<file path="config.mk">
export PLATFORM = sky130hd
export DESIGN_NAME = keypad_matrix_scanner
export DESIGN_NICKNAME = d
export VERILOG_FILES = /design/src/rtl/keypad_pkg.sv /design/src/rtl/key_event_fifo.sv /design/src/rtl/keypad_matrix_scanner.sv
export SDC_FILE = /design/constraint.sdc
export NUM_CORES = 1
export LEC_CHECK = 0
export CAP_MARGIN = 40
export CORE_ASPECT_RATIO = 0.6
export CORE_MARGIN = 4
export CORE_UTILIZATION = 64
export DETAILED_ROUTE_END_ITERATION = 7
export GPL_TIMING_DRIVEN = 0
export PLACE_DENSITY = 0.82
export SLEW_MARGIN = 10
export SYNTH_ARGS = -nofsm -noshare
export SYNTH_HDL_FRONTEND = slang
export SYNTH_SLANG_ARGS = --single-unit
</file>
<file path="constraint.sdc">
create_clock -name clk -period 7.6 [get_ports clk]
set_input_delay 1.14 -clock clk [delete_from_list [all_inputs] [get_ports clk]]
set_output_delay 1.14 -clock clk [all_outputs]
set_load 0.005 [all_outputs]
</file>
<file path="src/rtl/keypad_pkg.sv">
// Shared types and elaboration helpers for the matrix keypad scanner.
package keypad_pkg;

  typedef enum logic [0:0] {
    StSettle,
    StCommit
  } scan_state_e;

  // Index width for n items, never narrower than one bit.
  function automatic int unsigned idx_width(input int unsigned n);
    return (n > 1) ? $clog2(n) : 1;
  endfunction

  // A queued event is {code, press}.
  function automatic int unsigned event_width(input int unsigned keys);
    return idx_width(keys) + 1;
  endfunction

  function automatic bit params_legal(input int unsigned rows, input int unsigned cols,
                                      input int unsigned scan_div,
                                      input int unsigned debounce_scans,
                                      input int unsigned fifo_depth);
    return (rows >= 1) && (rows <= 8) && (cols >= 1) && (cols <= 8) && (scan_div >= 2) &&
           (debounce_scans >= 1) && (fifo_depth >= 2) &&
           ((fifo_depth & (fifo_depth - 1)) == 0);
  endfunction

endpackage

</file>
<file path="src/rtl/key_event_fifo.sv">
// Small synchronous FIFO holding key events; push and pop may share a cycle.
module key_event_fifo #(
  parameter int unsigned WIDTH = 5,
  parameter int unsigned DEPTH = 4
) (
  input  logic             clk,
  input  logic             rst,
  input  logic             push,
  input  logic [WIDTH-1:0] push_data,
  input  logic             pop,
  output logic [WIDTH-1:0] head_data,
  output logic             full,
  output logic             empty
);

  localparam int unsigned AW = $clog2(DEPTH);

  // Pointers carry one extra wrap bit to tell full from empty.
  logic [AW:0]      wr_ptr_q, rd_ptr_q;
  logic [WIDTH-1:0] mem_q [DEPTH];
  logic             do_push, do_pop;

  assign empty     = (wr_ptr_q == rd_ptr_q);
  assign full      = (wr_ptr_q[AW] != rd_ptr_q[AW]) && (wr_ptr_q[AW-1:0] == rd_ptr_q[AW-1:0]);
  assign do_pop    = pop && !empty;
  // A pop frees the head slot, so a push into a full FIFO is accepted alongside it.
  assign do_push   = push && (!full || do_pop);
  assign head_data = mem_q[rd_ptr_q[AW-1:0]];

  // Storage and pointer update.
  always_ff @(posedge clk or posedge rst) begin
    if (rst) begin
      wr_ptr_q <= '0;
      rd_ptr_q <= '0;
      for (int i = 0; i < int'(DEPTH); i++) mem_q[i] <= '0;
    end else begin
      if (do_push) begin
        mem_q[wr_ptr_q[AW-1:0]] <= push_data;
        wr_ptr_q                <= wr_ptr_q + 1'b1;
      end
      if (do_pop) rd_ptr_q <= rd_ptr_q + 1'b1;
    end
  end

endmodule

</file>
<file path="src/rtl/keypad_matrix_scanner.sv">
// Column-scanning keypad matrix reader with per-key debounce and an event FIFO.
module keypad_matrix_scanner
  import keypad_pkg::*;
#(
  parameter int unsigned ROWS           = 4,
  parameter int unsigned COLS           = 4,
  parameter int unsigned SCAN_DIV       = 1000,
  parameter int unsigned DEBOUNCE_SCANS = 4,
  parameter int unsigned FIFO_DEPTH     = 4,
  localparam int unsigned CW            = idx_width(ROWS * COLS)
) (
  input  logic                 clk,
  input  logic                 sys_rst,
  input  logic [ROWS-1:0]      row_n,
  output logic [COLS-1:0]      col_n,
  output logic                 key_valid,
  input  logic                 key_ready,
  output logic [CW-1:0]        key_code,
  output logic                 key_press,
  output logic [ROWS*COLS-1:0] key_state,
  output logic                 overflow,
  input  logic                 ov_clr
);

  localparam int unsigned KEYS = ROWS * COLS;
  localparam int unsigned RW   = idx_width(ROWS);
  localparam int unsigned CLW  = idx_width(COLS);
  localparam int unsigned DW   = $clog2(SCAN_DIV);
  localparam int unsigned NW   = $clog2(DEBOUNCE_SCANS + 1);
  localparam int unsigned EW   = event_width(KEYS);

  if (!params_legal(ROWS, COLS, SCAN_DIV, DEBOUNCE_SCANS, FIFO_DEPTH)) begin : g_param_check
    $error("keypad_matrix_scanner: illegal parameter set");
  end

  logic [ROWS-1:0] row_meta_q, row_sync_q, sample_q;
  scan_state_e     state_q, state_d;
  logic [DW-1:0]   div_q, div_d;
  logic [CLW-1:0]  col_q, col_d;
  logic [RW-1:0]   row_q, row_d;
  logic            latch;
  logic [NW-1:0]   cnt_q [KEYS];
  logic [NW-1:0]   cnt_cur, cnt_d;
  logic [KEYS-1:0] key_state_q;
  logic [CW-1:0]   key_idx;
  logic            sample_bit, stable_bit, flip, push, pop, fifo_full, fifo_empty;
  logic            overflow_q, drop;
  logic [EW-1:0]   head;

  // Two-flop synchronizer on the asynchronous row inputs; idle rows read high.
  always_ff @(posedge clk or posedge sys_rst) begin
    if (sys_rst) begin
      row_meta_q <= '1;
      row_sync_q <= '1;
    end else begin
      row_meta_q <= row_n;
      row_sync_q <= row_meta_q;
    end
  end

  // Scan sequencer state registers.
  always_ff @(posedge clk or posedge sys_rst) begin
    if (sys_rst) begin
      state_q  <= StSettle;
      div_q    <= '0;
      col_q    <= '0;
      row_q    <= '0;
      sample_q <= '1;
    end else begin
      state_q <= state_d;
      div_q   <= div_d;
      col_q   <= col_d;
      row_q   <= row_d;
      if (latch) sample_q <= row_sync_q;
    end
  end

  // Settle on a column, latch its rows, then walk the rows one per cycle.
  always_comb begin
    state_d = state_q;
    div_d   = div_q;
    col_d   = col_q;
    row_d   = row_q;
    latch   = 1'b0;
    unique case (state_q)
      StSettle: begin
        if (div_q == DW'(SCAN_DIV - 1)) begin
          latch   = 1'b1;
          div_d   = '0;
          row_d   = '0;
          state_d = StCommit;
        end else begin
          div_d = div_q + 1'b1;
        end
      end
      StCommit: begin
        if (row_q == RW'(ROWS - 1)) begin
          row_d   = '0;
          col_d   = (col_q == CLW'(COLS - 1)) ? '0 : col_q + 1'b1;
          state_d = StSettle;
        end else begin
          row_d = row_q + 1'b1;
        end
      end
      default: state_d = StSettle;
    endcase
  end

  // Columns idle high while reset is held, so nothing is driven before scanning starts.
  assign col_n = sys_rst ? '1 : ~(COLS'(1) << col_q);

  assign key_idx    = CW'(int'(row_q) * int'(COLS) + int'(col_q));
  assign sample_bit = ~sample_q[row_q];
  assign stable_bit = key_state_q[key_idx];
  assign cnt_cur    = cnt_q[key_idx];

  // Debounce step for the key addressed this cycle.
  always_comb begin
    cnt_d = '0;
    flip  = 1'b0;
    if (sample_bit != stable_bit) begin
      if (cnt_cur == NW'(DEBOUNCE_SCANS - 1)) flip = 1'b1;
      else                                    cnt_d = cnt_cur + 1'b1;
    end
  end

  assign push = (state_q == StCommit) && flip;

  // Per-key counters and stable state; only the addressed key changes.
  always_ff @(posedge clk or posedge sys_rst) begin
    if (sys_rst) begin
      key_state_q <= '0;
      for (int k = 0; k < int'(KEYS); k++) cnt_q[k] <= '0;
    end else if (state_q == StCommit) begin
      cnt_q[key_idx] <= cnt_d;
      if (flip) key_state_q[key_idx] <= sample_bit;
    end
  end

  assign pop  = key_valid && key_ready;
  assign drop = push && fifo_full && !pop;

  key_event_fifo #(
    .WIDTH(EW),
    .DEPTH(FIFO_DEPTH)
  ) u_fifo (
    .clk      (clk),
    .rst      (sys_rst),
    .push     (push),
    .push_data({key_idx, sample_bit}),
    .pop      (pop),
    .head_data(head),
    .full     (fifo_full),
    .empty    (fifo_empty)
  );

  // Sticky drop flag; a drop in the same cycle as a clear keeps it set.
  always_ff @(posedge clk or posedge sys_rst) begin
    if (sys_rst)     overflow_q <= 1'b0;
    else if (drop)   overflow_q <= 1'b1;
    else if (ov_clr) overflow_q <= 1'b0;
  end

  assign key_valid = ~fifo_empty;
  assign key_code  = head[EW-1:1];
  assign key_press = head[0];
  assign key_state = key_state_q;
  assign overflow  = overflow_q;

endmodule

</file>
==> reports/metrics.yaml, run 1 <==
wl_um: 13100
cts_buffer_depth: 2
rsz0062_at_grt: "no"
skew_ps: 7.29
drc: 0
dpl_cell_area_um2: 6110
overflow: 0
cts_tree: "built"
arrival_ps: 5320
coreArea_um2: 8520
drt_iter0_drc: 440
wl_per_cell_um: 20.7
finalSetupTns_ps: 0
slew_violations: 0
cts_root_buffer: "clkbuf_16"
synth_area_per_cell_um2: 12.3
hold_buffers: 0
gp_congestion: 0.886
grt_pass1_vias: 4112
power_density_nw_per_um2: 216
timing.final.crit_share_pct: 66.1
endpoint_kind: "register"
criticalPathCategory: "register to register"
synth-seq-area-share_pct: 53.0
drt_pass1_iterations: 5
critical_path.max_fanout: 10
drive_gt1_share_pct: 27.6
placed_cells: 601
synthTopCellsByArea: "dfrtp_1 (47%), mux2_2 (12%), mux4_2 (6.4%)"
slew-limit-headroom_pct: 41.9
fp.dieW_um: 129
insertion_delay_ps: 410
antenna_cells: 0
dieArea_um2: 10400
p_leak_nw: 2.99
ctsResizeCount: 0
synth_cell_types: 38
vias: 3949
register_area_um2: 2970
max_freq_mhz: 199
whs_ps: 355
cts_setup_buffers: 0
tightest_slew_ps: 865
ys_warn_count: 0
num_io_pins: 35
multi_input_area_um2: 2480
fp.dieH_um: 80.5
hold_viol_final: 0
grt_pass1_wl_um: 21500
hold_class: "register to register"
layout.cells.non_filler: 633
period_needed_ps: 5020
synth_nets: 477
cts_buffers: 17
grt_max_degree: 93
cts.sinks: 118
worstPathRequired_ps: 7890
vdd_ir_drop_max_mv: 0.194
initial_utilization_pct: 65.7
yosys.area.top_type_share_pct: 47.4
synth_cells: 454
max_stage_delay_ps: 600
final_area_um2: 6710
htree_levels: 4
syn_area_um2: 5600
synth_seq_cells: 118
clk_pin_slew_ps: 50
synthToLayoutAreaGrowth_pct: 19.7
final_nets: 531
critPathSlowestCell: "mux4_2"
viasPerCell: 6.24
cap_violations: 0
drtAntennaViolNets: 0
start_kind: "register"
path_cells: "buf_4, buf_6, buf_2, clkbuf_1, mux4_2, mux4_2, ha_1, nand2_1, nor4_1, nor2_1, buf_2, buf_1, nor3_1, mux2_2"
portBuffers: 34
finalSetupViolCount: 0
yosysTopAreaCell: "dfrtp_1"
rows: 26
antenna_found_initial: 0
track_usage_pct: 27.9
status: "finished, final reports clean"
nFillCells: 511
hpwl_um: 8710
cell families after synthesis:
logic type / count (synthesis) / synth area share, %
AOI/OAI and AO/OA: 43 / 4.98
xor gates and xnor gates: 17 / 2.66
adders and majority gates: 15 / 3.35
buffers and inverters: 34 / 2.75
DFF: 118 / 53.0
muxes: 96 / 22.3
and+or+nand+nor: 131 / 11.0
flip-flops by register name, summed over array words and instances, names as in the netlist:
signal and flops:
row_meta_q 4, u_fifo.wr_ptr_q 3, col_q 2, cnt_q 48, sample_q 4, key_state 16
div_q 10, state_q 1, u_fifo.mem_q 20, row_sync_q 4, row_q 2, overflow 1
u_fifo.rd_ptr_q 3
final timing paths:
check | startpoint | endpoint | slack [ps] | cells after the start
hold / removal | row_meta_q[3]$_DFF_PP1_ | row_sync_q[3]$_DFF_PP1_ | 360 | 0
max in group asynchronous | sys_rst | row_sync_q[2]$_DFF_PP1_ | 5790 | 3
min in group asynchronous | sys_rst | cnt_q[24]$_DFFE_PP0P_ | 1060 | 2
setup / recovery | col_q[0]$_DFFE_PP0P_ | key_state[8]$_DFFE_PP0P_ | 2580 | 14
hold reg to reg | row_meta_q[3]$_DFF_PP1_ | row_sync_q[3]$_DFF_PP1_ | 360 | 0
setup reg to reg | col_q[0]$_DFFE_PP0P_ | key_state[8]$_DFFE_PP0P_ | 2580 | 14
layout by cell type, fill, tap and decap left out, types with 3 or more instances in the layout:
cell type and n:
xnor2_1 8, xor2_1 9, clkdlybuf4s50_1 34, ha_1 15, mux4_2 16, bufinv_16 3, nor2_1 13, nand2_1 52
clkinv_2 8, nand3_1 25, nor3_1 23, dfrtp_1 106, mux2i_1 18, clkbuf_16 17, o21ai_0 23, mux2_2 61
nor4_1 5, inv_1 8, clkbuf_1 16, nand2b_1 4, buf_2 6, dfstp_2 12, o21ai_2 10
critical path: cells and delay by family, from the launching register on:
kind                       cells  cell delay (ps)
and+or+nand+nor                4              810
DFF                            1              390
muxes                          3             1380
adders and majority gates      1              250
buffers and inverters          6             2060
synthesized netlist by cell type, drive strengths merged:
master,n
a21oi,2
xor2,9
nand4,2
dfrtp,106
a21o,1
or4,1
dfstp,12
o21ai,34
and3,1
a2111oi,1
mux2,61
o32ai,1
buf,11
nand2b,4
mux4,16
and2,1
nand4b,1
ha,15
o22ai,2
nand2,52
mux2i,19
inv,9
nor4,5
clkbuf,14
nand3,25
nor2,13
a22o,2
xnor2,8
nor3,25
nor2b,1
metrics by stage:
stage                     worst slack (ps)  power [mW]  util (%)
final                                 2580        1.45      78.7
after global routing                  2460        1.49      78.7
after CTS                             2750        1.46      78.7
after detailed placement              2910       0.663      71.7
after global placement                 762       0.661      71.4
after floorplan                       2620       0.653         -
power breakdown:
| part | internal, mW | leakage (nW) | switching, mW |
|---|---|---|---|
| Sequential | 0.633 | 1.59 | 0.000641 |
| Clock | 0.527 | 0.300 | 0.271 |
| Combinational | 0.00531 | 1.09 | 0.0132 |
cell type report:
cell class / count / area share (%)
buffer: 25 / 1.79
clock buffer: 21 / 6.87
clock inverter: 11 / 1.94
inverter: 9 / 0.578
multi-input combinational: 302 / 37.0
sequential: 118 / 44.3
tap: 112 / 2.09
timing repair buffer: 35 / 5.49
per-layer routing:
metal / share of wire [%] / vias to the layer above / global-route usage (%)
met5: 0 / - / 0
met4: 2.4 / 0 / 12.5
met3: 7.0 / 36 / 7.18
met2: 47 / 167 / 43.3
met1: 43 / 2012 / 37.5
li1: - / 1734 / -
Power figures use the tool's default switching activity.
==> run 2: changes to the inputs <==
--- a/config.mk
+++ b/config.mk
@@ -8,10 +8,10 @@
 export CAP_MARGIN = 40
 export CORE_ASPECT_RATIO = 0.6
 export CORE_MARGIN = 4
-export CORE_UTILIZATION = 64
+export CORE_UTILIZATION = 59
 export DETAILED_ROUTE_END_ITERATION = 7
 export GPL_TIMING_DRIVEN = 0
-export PLACE_DENSITY = 0.82
+export PLACE_DENSITY = 0.76
 export SLEW_MARGIN = 10
 export SYNTH_ARGS = -nofsm -noshare
 export SYNTH_HDL_FRONTEND = slang
==> constraint.sdc (replaced) <==
create_clock -name clk -period 5 [get_ports clk]
set_input_delay 0.75 -clock clk [delete_from_list [all_inputs] [get_ports clk]]
set_output_delay 0.75 -clock clk [all_outputs]
set_load 0.005 [all_outputs]
==> reports/metrics.yaml, run 2 (synthesized netlist as in run 1, its figures left out) <==
tightest_slew_ps: 807
whs_endpoint: "row_sync_q[3]$_DFF_PP1_"
cts_tree: "built"
drive_gt1_share_pct: 27.4
rrSetupSlack_ps: 160
max_freq_mhz: 207
p_leak_nw: 2.97
power_mw: 2.15
rows: 27
final_nets: 531
clk_pin_slew_ps: 50
rsz0062_at_grt: "no"
p_sw_share_pct: 20.6
combPwrFrac_pct: 1.3
p_int_mw: 1.71
drc: 0
start_kind: "register"
hold_viol_final: 0
drt_iter0_drc: 432
cts_root_buffer: "clkbuf_16"
gp_congestion: 0.918
insertion_delay_ps: 420
crit_start: "col_q[0]$_DFFE_PP0P_"
layout.cells.non_filler: 651
critical-path-top-delay-family: "buffers and inverters"
largest_reg_flops: 48
reg2reg_from: "col_q[0]$_DFFE_PP0P_"
vias: 3864
portBuffers: 34
antenna_found_initial: 0
cts_buffer_depth: 2
synthToLayoutAreaGrowth_pct: 19.5
mostFrequentLayoutCells: "dfrtp_1 (106), mux2_2 (61), nand2_1 (52)"
dieArea_um2: 11200
hold_buffers: 0
power_density_nw_per_um2: 321
num_io_pins: 35
slew-limit-headroom_pct: 45.8
cap_violations: 0
power.switching_mw: 0.442
status: "finished, final reports clean"
critPathSlowestCell: "mux4_2"
regMostFlops: "cnt_q"
crit_buf_inv: 6
final_common_cell: "dfrtp_1"
period_needed_ps: 4840
timing.final.crit_share_pct: 96.8
arrival_ps: 5140
vdd_ir_drop_max_mv: 0.262
max_stage_delay_ps: 590
criticalPathCategory: "register to register"
wl_um: 13000
grt_pass1_vias: 3976
cts_buffers: 17
grt_pass1_wl_um: 21500
timing.rr.end: "key_state[2]$_DFFE_PP0P_"
p_clk_share_pct: 53.9
overflow: 0
fp.dieW_um: 134
path_cells: "buf_4, buf_6, buf_2, clkbuf_1, mux4_2, mux4_2, ha_1, nand2_1, nor4_1, nor2_1, buf_2, buf_1, nor3_1, mux2_2"
min-delay-start: "row_meta_q[3]$_DFF_PP1_"
wl_per_cell_um: 20.0
placed_cells: 619
track_usage_pct: 25.4
endpoint_kind: "register"
grt_max_degree: 92
p_seq_share_pct: 44.8
antenna_cells: 0
drtAntennaViolNets: 0
drt_pass1_iterations: 5
hold_class: "register to register"
worstPathRequired_ps: 5300
cts_setup_buffers: 0
critical_path.max_fanout: 10
skew_ps: 5.31
r2r_cells: 14
initial_utilization_pct: 60.7
htree_levels: 4
fp.dieH_um: 83.5
coreArea_um2: 9220
viasPerCell: 5.94
hpwl_um: 9100
slew_violations: 0
cts.sinks: 118
finalSetupViolCount: 0
ctsResizeCount: 0
hold_path_depth: 0
-- run 2: worst max-delay path by stage --
stage	endpoint	slack [ps]	cells after the start
5_1_grt	key_state[4]$_DFFE_PP0P_	10	14
6_report	key_state[2]$_DFFE_PP0P_	160	14
4_1_cts	key_state[2]$_DFFE_PP0P_	260	14
3_3_place_gp	col_n[0]	-1110	4
2_1_floorplan	col_n[1]	800	2
3_5_place_dp	key_state[2]$_DFFE_PP0P_	300	14
-- run 2: worst reg2reg max path, delay by kind of cell (launching register included) --
| kind | cells | cell delay, ps |
|---|---|---|
| buffers and inverters | 6 | 2060 |
| muxes | 3 | 1360 |
| and+or+nand+nor | 4 | 650 |
| adders and majority gates | 1 | 240 |
| DFF | 1 | 390 |
-- run 2: area by class of cell --
cell class,instances,area (µm²)
multi-input combinational,302,2480
fill,621,2530
inverter,9,38.8
sequential,118,2970
tap,130,163
buffer,25,120
timing repair buffer,35,368
clock buffer,21,450
clock inverter,11,108
-- run 2: per-stage QoR --
| step | setup TNS [ps] | util [%] | setup slack [ps] | hold WS, ps | instance area (µm²) |
|---|---|---|---|---|---|
| 2_1_floorplan | 0 | - | 800 | 345 | 5600 |
| 3_3_place_gp | -60920 | 66.2 | -1110 | 345 | 6100 |
| 3_5_place_dp | 0 | 66.5 | 300 | 347 | 6140 |
| 4_1_cts | 0 | 72.6 | 264 | 352 | 6700 |
| 5_1_grt | 0 | 72.6 | 13.0 | 357 | 6700 |
| 6_report | 0 | 72.6 | 159 | 351 | 6700 |
-- run 2: power groups by stage --
| stage | registers [mW] | clock network (mW) | logic, mW |
|---|---|---|---|
| 2_1_floorplan | 0.979 | 0 | 0.0145 |
| 3_3_place_gp | 0.979 | 0 | 0.0260 |
| 3_5_place_dp | 0.979 | 0 | 0.0294 |
| 4_1_cts | 0.963 | 1.17 | 0.0293 |
| 5_1_grt | 0.963 | 1.22 | 0.0325 |
| 6_report | 0.963 | 1.16 | 0.0279 |
-- run 2: routing by layer --
metal / global-route usage, % / share of wire, % / vias to the layer above
li1: - / - / 1733
met4: 9.80 / 1.6 / 0
met1: 36.5 / 46 / 1965
met5: 0 / 0 / -
met2: 37.3 / 46 / 145
met3: 6.75 / 6.9 / 21
